`src/rtl/riscv_modq_unit.sv`:
```
// ---------------------------------------------------------------------------
// riscv_modq_unit
//
// Modular-arithmetic coprocessor for the custom-0 opcode space. It sits next
// to the M unit and uses the same valid/busy/ready/wr handshake.
//
// Operations, all modulo the compile-time prime Q:
//   funct3 000  ADDMOD  rd = (rs1 + rs2) mod Q   (single cycle, rs1,rs2 < Q)
//   funct3 001  SUBMOD  rd = (rs1 - rs2) mod Q   (single cycle, rs1,rs2 < Q)
//   funct3 010  MODQ    rd = rs1 mod Q           (iterative, any rs1)
//   funct3 011  MULMOD  rd = (rs1 * rs2) mod Q   (iterative, rs1 < Q)
// MODQ and MULMOD retire UNROLL operand bits per cycle, MSB first.
//
// Ports:
//   clk          in   1     clock, rising edge
//   resetn       in   1     asynchronous active-low reset
//   valid        in   1     instruction/operands presented this cycle
//   instruction  in   32    full instruction word
//   rs1          in   XLEN  operand A
//   rs2          in   XLEN  operand B
//   wr           out  1     write rd back (legal completions only)
//   rd           out  XLEN  result; holds until next legal completion
//   busy         out  1     high while iterating
//   ready        out  1     one-cycle completion pulse
//   illegal      out  1     one-cycle pulse with ready on illegal encoding
// ---------------------------------------------------------------------------
module riscv_modq_unit #(
  parameter int         XLEN          = 32,
  parameter int         Q             = 3329,
  parameter int         UNROLL        = 1,
  parameter logic [6:0] OPCODE_CUSTOM = 7'b0001011
) (
  input  logic            clk,
  input  logic            resetn,
  input  logic            valid,
  input  logic [31:0]     instruction,
  input  logic [XLEN-1:0] rs1,
  input  logic [XLEN-1:0] rs2,
  output logic            wr,
  output logic [XLEN-1:0] rd,
  output logic            busy,
  output logic            ready,
  output logic            illegal
);

  localparam int STEPS = XLEN / UNROLL;
  localparam int CW    = $clog2(STEPS) + 1;

  // Modulus widened to the internal remainder width so every compare and
  // subtract below is done on XLEN+1 bits.
  localparam logic [XLEN:0] Q_W = (XLEN+1)'(Q);

  localparam logic [2:0] F3_ADDMOD = 3'b000;
  localparam logic [2:0] F3_SUBMOD = 3'b001;
  localparam logic [2:0] F3_MODQ   = 3'b010;
  localparam logic [2:0] F3_MULMOD = 3'b011;
  localparam logic [6:0] F7_MODQ   = 7'b0000001;

  typedef enum logic [1:0] {
    IDLE = 2'd0,
    CALC = 2'd1,
    DONE = 2'd2
  } state_t;

  state_t          state;
  state_t          state_next;

  logic [CW-1:0]   count_q;
  logic [XLEN:0]   r_q;
  logic [XLEN:0]   r_next;
  logic [XLEN-1:0] shift_q;
  logic [XLEN-1:0] addend_q;
  logic [XLEN-1:0] rd_q;
  logic            mul_q;
  logic            illegal_q;

  // Instruction fields
  logic [6:0] opcode;
  logic [2:0] funct3;
  logic [6:0] funct7;
  logic       op_match;
  logic       legal;
  logic       long_op;
  logic       accept;

  // Register-specifier fields are not needed by this unit.
  logic       unused_bits;

  assign opcode      = instruction[6:0];
  assign funct3      = instruction[14:12];
  assign funct7      = instruction[31:25];
  assign unused_bits = ^{instruction[24:15], instruction[11:7]};

  // funct3 values 100..111 are reserved, so bit 2 alone marks them illegal.
  assign op_match = (opcode == OPCODE_CUSTOM);
  assign legal    = (funct7 == F7_MODQ) && !funct3[2];
  assign long_op  = legal && funct3[1];

  // A new instruction may be taken in IDLE or DONE, so back-to-back issue
  // needs no idle cycle; while iterating, valid is ignored entirely.
  assign accept = valid && op_match && (state != CALC);

  // ---------------------------------------------------------------------
  // Single-cycle ADDMOD / SUBMOD. Both work on XLEN+1 bits so the carry
  // (add) or the sign (sub) is visible before the single correction step.
  // ---------------------------------------------------------------------
  logic [XLEN:0]   sum;
  logic [XLEN:0]   diff;
  logic [XLEN-1:0] add_res;
  logic [XLEN-1:0] sub_res;

  assign sum     = {1'b0, rs1} + {1'b0, rs2};
  assign diff    = {1'b0, rs1} - {1'b0, rs2};
  assign add_res = (sum >= Q_W) ? XLEN'(sum - Q_W) : sum[XLEN-1:0];
  assign sub_res = diff[XLEN] ? XLEN'(diff + Q_W) : diff[XLEN-1:0];

  // ---------------------------------------------------------------------
  // Iteration datapath: UNROLL reduction steps chained combinationally.
  // shift_q holds the operand being scanned with its next bit at the MSB.
  // MODQ:   r = 2r + bit, then one conditional subtract of Q.
  // MULMOD: r = 2r reduced, then r += rs1 reduced when the bit is set.
  // Because r < Q < 2**(XLEN-1) before each step, 2r and r + rs1 stay
  // below 2**XLEN and one subtract of Q is always enough.
  // ---------------------------------------------------------------------
  always_comb begin
    r_next = r_q;
    for (int i = 0; i < UNROLL; i++) begin
      if (mul_q) begin
        r_next = {r_next[XLEN-1:0], 1'b0};
        if (r_next >= Q_W) r_next = r_next - Q_W;
        if (shift_q[XLEN-1-i]) begin
          r_next = r_next + {1'b0, addend_q};
          if (r_next >= Q_W) r_next = r_next - Q_W;
        end
      end else begin
        r_next = {r_next[XLEN-1:0], shift_q[XLEN-1-i]};
        if (r_next >= Q_W) r_next = r_next - Q_W;
      end
    end
  end

  // ---------------------------------------------------------------------
  // State register.
  // ---------------------------------------------------------------------
  always_ff @(posedge clk or negedge resetn) begin
    if (!resetn) begin
      state <= IDLE;
    end else begin
      state <= state_next;
    end
  end

  // ---------------------------------------------------------------------
  // Next-state and handshake outputs. ready/busy decode straight from the
  // state so an asynchronous reset clears them immediately.
  // ---------------------------------------------------------------------
  always_comb begin
    state_next = state;
    ready      = 1'b0;
    busy       = 1'b0;
    wr         = 1'b0;
    illegal    = 1'b0;
    case (state)
      IDLE, DONE: begin
        if (accept) begin
          state_next = long_op ? CALC : DONE;
        end else begin
          state_next = IDLE;
        end
        if (state == DONE) begin
          ready   = 1'b1;
          wr      = !illegal_q;
          illegal = illegal_q;
        end
      end
      CALC: begin
        busy = 1'b1;
        if (count_q == '0) state_next = DONE;
      end
      default: state_next = IDLE;
    endcase
  end

  // ---------------------------------------------------------------------
  // Datapath registers. Operands are captured on accept so later changes
  // on rs1/rs2 cannot disturb an iteration in progress. rd is only written
  // on a legal completion; an illegal encoding leaves it untouched.
  // ---------------------------------------------------------------------
  always_ff @(posedge clk or negedge resetn) begin
    if (!resetn) begin
      count_q   <= '0;
      r_q       <= '0;
      shift_q   <= '0;
      addend_q  <= '0;
      rd_q      <= '0;
      mul_q     <= 1'b0;
      illegal_q <= 1'b0;
    end else if (accept) begin
      illegal_q <= !legal;
      mul_q     <= (funct3 == F3_MULMOD);
      shift_q   <= (funct3 == F3_MODQ) ? rs1 : rs2;
      addend_q  <= rs1;
      r_q       <= '0;
      count_q   <= CW'(STEPS - 1);
      if (legal && (funct3 == F3_ADDMOD)) rd_q <= add_res;
      if (legal && (funct3 == F3_SUBMOD)) rd_q <= sub_res;
    end else if (state == CALC) begin
      r_q     <= r_next;
      shift_q <= shift_q << UNROLL;
      count_q <= count_q - 1'b1;
      if (count_q == '0) rd_q <= r_next[XLEN-1:0];
    end
  end

  assign rd = rd_q;

endmodule
```
`config.mk`:
```
export PLATFORM = sky130hd
export DESIGN_NAME = riscv_modq_unit
export DESIGN_NICKNAME = d
export VERILOG_FILES = /design/src/rtl/riscv_modq_unit.sv
export SDC_FILE = /design/constraint.sdc
export NUM_CORES = 1
export LEC_CHECK = 0
export ABC_AREA = 0
export CAP_MARGIN = 20
export CORE_UTILIZATION = 55
export DETAILED_ROUTE_END_ITERATION = 10
export DONT_BUFFER_PORTS = 1
export PLACE_DENSITY_LB_ADDON = 0.25
export SYNTH_ARGS = -nofsm -noshare
export SYNTH_HDL_FRONTEND = slang
export SYNTH_SLANG_ARGS = --single-unit
export TNS_END_PERCENT = 50
```
`constraint.sdc`:
```
create_clock -name clk -period 14.3 [get_ports clk]
set_clock_uncertainty 0.1 [all_clocks]
set_input_delay 2.86 -clock clk [delete_from_list [all_inputs] [get_ports clk]]
set_output_delay 2.86 -clock clk [all_outputs]
set_load 0.05 [all_outputs]
```
# Yosys cells after proc, flatten, opt, wreduce, memory -nomap -nowiden
# Cells that the tools add are included.
classes:
  n_mux: 31
  magnitude_cmp: 4
  reduce_logical: 16
  add_sub_neg: 9
  n_eq_ne: 10
ops:
  columns: ["cell", "n"]
  rows:
  - ["$mux 32", 16]
  - ["$ge 33x12->1 const B", 4]
  - ["$sub 32x12->32 const B", 3]
  - ["$mux 33", 2]
  - ["$add 32x32->33", 1]
  - ["$add 33x32->33", 1]
  - ["$sub 32x32->33", 1]
  - ["$sub 33x12->33 const B", 1]
  - ["$add 32x12->32 const B", 1]
  - ["$mux 6", 2]
  - ["$eq 7x1->1 const B", 1]
  - ["$eq 7x4->1 const B", 1]
  - ["$mux 1", 7]
  - ["$eq 3x2->1 const B", 2]
  - ["$logic_and 1x1->1", 6]
  - ["$logic_not 6->1", 1]
  - ["$mux 2", 3]
  - ["$sub 6x1->6 const B", 1]
  - ["$pmux 2 s2", 1]
  - ["$reduce_bool 2->1", 2]
  - ["$eq 3x1->1 const B", 1]
  - ["$logic_not 1->1", 3]
  - ["$logic_not 3->1", 1]
  - ["$ne 3x1->1 const B", 1]
  - ["other kinds (7)", 7]
word_totals:
  input_bits: 99
  ff_bits: 138
  output_inout_bits: 36
  word_cells: 78

# Depth between registers and ports, before layout
logic_depth:
  word_depth: 11
  mapped_depth: 26

# Worst setup path after synthesis
# OpenSTA, ideal clock, no wires.
synth_path:
  kind: "in2reg"
  start: "input port rs1[0]"
  end: "register rd_q[1], in the netlist rd[1]"
  arrival_time_ns: 6.826
  slack_ns: 7.235
  setup_time_ns: 0.139
  path_stages: 16
  n_path_buf: 2
  cell_sequence: "ha_1 > fa_1 > nor2b_2 > o311ai_1 > a2111oi_0 > o31ai_1 > a21oi_1 > a2111oi_0 > nor4b_1 > and4b_1 > buf_2 > buf_2 > nand2_1 > mux2_2 > o211ai_1 > o211ai_1"
synth_between:
  elab_chain_cells: 6
  elab_cells_between_ends: 10
  classes_between: "add/sub: 4; order compare: 1; mux: 5"
synth_lines:
  columns: ["item", "line_no", "text"]
  rows:
  - ["from (decl)", "37", "input logic [XLEN-1:0] rs1,"]
  - ["$add 32x32->33", "112", "assign sum = {1'b0, rs1} + {1'b0, rs2};"]
  - ["$sub 32x12->32 / $ge 33x12->1 (equally long branches)", "114", "assign add_res = (sum >= Q_W) ? XLEN'(sum - Q_W) : sum[XLEN-1:0];"]
  - ["$mux 32", "114", null]
  - ["$mux 32", "205", "if (legal && (funct3 == F3_ADDMOD)) rd_q <= add_res;"]
  - ["$mux 32 (*)", "206", "if (legal && (funct3 == F3_SUBMOD)) rd_q <= sub_res;"]
  - ["$mux 32 (*)", "198", "end else if (accept) begin"]
  - ["to (signal assigned)", "205", null]
  - ["to (signal assigned)", "206", null]
  - ["to (signal assigned)", "211", "if (count_q == '0) rd_q <= r_next[XLEN-1:0];"]
  - ["to (decl)", "73", "logic [XLEN-1:0] rd_q;"]
# Every way passes the cells marked *; elsewhere a longest branch is shown, timed or not. The select of a mux whose other input is x is not followed.
# A chain may end at the register's enable or synchronous reset.

# Worst setup path after layout
layout_path:
  start: "register r_q[0]"
  end: "register rd_q[11], in the netlist rd[11]"
layout_between:
  elab_chain_cells: 11
  elab_cells_between_ends: 16
  classes_between: "add/sub: 4; order compare: 3; mux: 9"
layout_lines:
  columns: ["item", "line_no", "text"]
  rows:
  - ["from (decl)", "69", "logic [XLEN:0] r_q;"]
  - ["from (signal assigned)", "208", "r_q <= r_next;"]
  - ["$sub 33x12->33 / $ge 33x12->1 (equally long branches)", "130", "if (r_next >= Q_W) r_next = r_next - Q_W;"]
  - ["$mux 33", "130", null]
  - ["$mux 33", "128", "if (mul_q) begin"]
  - ["$add 33x32->33", "132", "r_next = r_next + {1'b0, addend_q};"]
  - ["$sub 32x12->32 / $ge 33x12->1 (equally long branches)", "133", "if (r_next >= Q_W) r_next = r_next - Q_W;"]
  - ["$mux 32", "133", null]
  - ["$mux 32", "131", "if (shift_q[XLEN-1-i]) begin"]
  - ["$mux 32 (*)", "128", null]
  - ["$mux 32 (*)", "211", null]
  - ["$mux 32 (*)", "207", "end else if (state == CALC) begin"]
  - ["$mux 32 (*)", "198", null]
# Marks and branches as above.

==> key figures <==
Synthesis
  • Leading register cell type out of synthesis: sky130_fd_sc_hd__dfrtp_1
  • Most frequent cell after synthesis: sky130_fd_sc_hd__nand2_1
  • Synth top area share: 0.192
  • Post-synthesis cell type with the largest combined area: sky130_fd_sc_hd__dfrtp_1
  • Cell variety after synth: 93
  • Flop and latch count out of synthesis: 138
  • Most frequent cells after synthesis: sky130_fd_sc_hd__nand2_1, sky130_fd_sc_hd__nor2_1, sky130_fd_sc_hd__a21oi_1
  • Syn nets: about 2800
  • Number of cells produced by synthesis: 2555
  • EDFF count, synth: 0
  • Share of the yosys chip area belonging to registers: 0.192
  • Count of yosys warnings during synthesis: 0
  • Mean Syn Cell Area: roughly 7.0 µm²
  • Biggest area contributors in the synthesized netlist: sky130_fd_sc_hd__dfrtp_1, sky130_fd_sc_hd__ha_1, sky130_fd_sc_hd__a21oi_1
  • Post-synthesis async set-or-reset flop share: 1.00
  • Cell area after synthesis: approximately 18000 µm²

Die
  • Number of top-level pins: 135
  • Core Footprint: 31900 µm²
  • Row Count: 65
  • Die X: around 180 µm
  • Height of the die: 183 µm
  • Starting density of the core: 0.565
  • Die Footprint: 33500 µm²

STA
  • Period minus WS final: 9.15 ns
  • Number of endpoints with negative hold slack in the final report: 0
  • Highest clock frequency the design can meet: ~110 MHz
  • Summed negative setup slack over all endpoints: 0 ns
  • Hold WS: about 0.38 ns
  • Tightest slew margin relative to the limit: 0.188
  • Fin crit share: 0.640
  • RSZ-0062 raised after global routing: false
  • Transition time at the pin with the least slew margin: between 1 and 1.5 ns
  • Final count of negative-setup-slack endpoints: 0
  • Final count of pins violating max slew: 0

Layout
  • Layout-stage area growth over the synthesis result: 4.37%
  • Area used by multi-input combinational logic: 13600 µm²
  • Post-Layout Inst Area: approximately 19000 µm²
  • Number of nets in the layout: ~2700
  • Sequential Area: 3450 µm²
  • Share of final-layout standard cells stronger than drive strength 1: 0.0544
  • Fill cell total of the finished layout: 3127

Worst setup path
  • Arrival time worst endpoint: 9.37 ns
  • Worst endpoint required time: 14.52 ns
  • Count of buffering cells on the critical path with inverters included: 2
  • Max FO, Critical Path: 12
  • WP depth: 23
  • Crit path capture type: register
  • CP Class: register to register
  • Critical path cell sequence: inv_1 > ha_1 > or3b_2 > o31ai_1 > a21oi_1 > nor3_2 > inv_1 > nand2_1 > nor3_1 > xor2_1 > ha_1 > a21oi_1 > o22ai_1 > o21ai_0 > a21o_1 > a2111oi_0 > o21ai_0 > a21oi_1 > nor4bb_4 > a2111oi_0 > a2111oi_0 > o32a_1 > o21ai_1
  • CP max stage cell: sky130_fd_sc_hd__a2111oi_0
  • Peak per-stage delay on the critical path: 0.99 ns
  • Worst-case reg-to-reg path depth: 23
  • Nature of the critical path startpoint: register
  • Cell type group with the largest total delay on the critical path: compound AO/OA/AOI/OAI gates

Clock network
  • Root Driver: sky130_fd_sc_hd__clkbuf_16
  • Number of setup buffers added after CTS: 0
  • Maximum level of the CTS H-tree: 4
  • Number of sinks on the clock net: 138
  • Number of buffers added by the clock tree synthesis step: 17
  • Maximum root-to-sink buffer count: 2
  • TritonCTS clock tree: built
  • Number of hold buffers added after CTS: 0
  • Clock latency of the later-clocked register in the worst-skew pair: 0.45 ns
  • Worst-path clk slew: 0.07 ns
  • Post_cts resized: 0

Pwr
  • Total power of the final layout: between 3 and 4 mW
  • IR drop worst, VDD: about 0.00011 V
  • Relative contribution of the clock network to total power: 0.145
  • Power density over the cells: 176 nW/µm²
  • Share of total power consumed by net switching: 0.549
  • Portion of total power attributed to sequential cells: 0.253
  • Psw: 1.82 mW
  • Leakage: around 7.8 nW
  • Cell internal power dissipation: 1.49 mW
  • Comb pwr share: 0.603

GRT
  • Antenna violations before repair: 0
  • Largest net degree at the start of global routing: around 140
  • Total GRT Usage: 0.382
  • Via count of the first global-routing pass: 17700
  • First-pass GRT wire length: between 90000 and 100000 µm
  • Gr ovfl total: 0

Run status
  • Status: completed

Route
  • Remaining number of nets flagged by the antenna check after routing: 0
  • Initial detailed-routing violation count: 1767
  • Mean routed wirelength per cell: 22.2 µm
  • Total wire length after detailed routing: around 64000 µm
  • Router iterations before antenna repair: 6
  • Number of remaining DRC errors: 0
  • Routed vias/inst: 6.67
  • Via Count: around 19000

Flow run
  • Max-cap check violation count: 0

Placement
  • Count of port buffers added during placement: 0
  • Final RePlAce weighted congestion: 1.05
  • Post-placement cell area: around 18000 µm²
  • DPL Wire Length: 50500 µm

Min path
  • Worst Hold Path Cells: 2
  • Class of the most critical hold timing path: register to register
[layout make-up]
| type | count | area share |
|---|---|---|
| Tap cell | 435 | 0.0290 |
| Timing Repair Buffer | 26 | 0.0104 |
| Multi-Input combinational cell | 2167 | 0.724 |
| Sequential cell | 138 | 0.184 |
| Antenna cell | 1 | 0.000133 |
| Clock inverter | 13 | 0.00832 |
| Clock buffer | 19 | 0.0241 |
| Inverter | 101 | 0.0202 |
[kinds of logic after synthesis]
logic type                 count (synthesis)  share of synthesized area
AOI/OAI and AO/OA                        847                      0.308
xor gates and xnor gates                 149                     0.0725
adders and majority gates                111                     0.0784
buffers and inverters                    250                     0.0546
DFF                                      138                      0.192
muxes                                     27                     0.0157
and+or+nand+nor                         1033                      0.279
[power groups by stage]
stage          Combinational, mW  Sequential, mW  Clock, mW
6_report                    2.00           0.837      0.479
5_1_grt                     2.17           0.850      0.498
3_3_place_gp                1.90           0.837          0
2_1_floorplan               1.51           0.743          0
3_5_place_dp                1.93           0.839          0
4_1_cts                     1.94           0.832      0.481
[cell usage in the layout, fill, tap and decap left out, types with 37 or more instances in the layout]
cell,instances
sky130_fd_sc_hd__xor2_1,49
sky130_fd_sc_hd__dfrtp_1,138
sky130_fd_sc_hd__a211oi_1,55
sky130_fd_sc_hd__xnor2_1,100
sky130_fd_sc_hd__a21oi_1,240
sky130_fd_sc_hd__nand3_1,65
sky130_fd_sc_hd__o21ai_0,186
sky130_fd_sc_hd__nand2_1,315
sky130_fd_sc_hd__nor3_1,66
sky130_fd_sc_hd__ha_1,108
sky130_fd_sc_hd__inv_1,98
sky130_fd_sc_hd__nor2b_1,37
sky130_fd_sc_hd__nor2_1,271
sky130_fd_sc_hd__nor4_1,40
[through the flow]
stage               utilization  std cells  setup slack [ns]
finish                    0.590       2900              5.15
global route              0.590       2899              4.63
CTS                       0.590       2899              5.33
detailed placement        0.570       2867              5.37
global placement          0.570       2867              5.39
floorplan                     -       2555              7.23
[registers in the layout (all words and copies together) (netlist names)]
name,flops
illegal_q,1
count_q,6
state,2
rd,32
r_q,32
addend_q,32
shift_q,32
mul_q,1
[final timing paths]
path	startpoint	endpoint	slack, ns
min reg2reg	shift_q[19]$_DFFE_PN0P_	shift_q[20]$_DFFE_PN0P_	0.38
max in group asynchronous	resetn	count_q[3]$_DFFE_PN0P_	11.80
max reg2reg	r_q[0]$_DFFE_PN0P_	rd[11]$_DFFE_PN0P_	5.15
min	shift_q[19]$_DFFE_PN0P_	shift_q[20]$_DFFE_PN0P_	0.38
min in group asynchronous	resetn	shift_q[4]$_DFFE_PN0P_	1.99
max	r_q[0]$_DFFE_PN0P_	rd[11]$_DFFE_PN0P_	5.15
[tightest hold or removal path, cell delays in order (launching register included)]
cell                      delay, ns
sky130_fd_sc_hd__dfrtp_1       0.35
sky130_fd_sc_hd__nand2_1       0.05
sky130_fd_sc_hd__o21ai_0       0.06
[per-layer routing]
metal  share of wire  GRT usage
met1            0.42      0.494
met2            0.47      0.636
met3           0.076     0.0576
met4           0.038      0.153
met5               0          0
(Power assumes the default switching activity.)
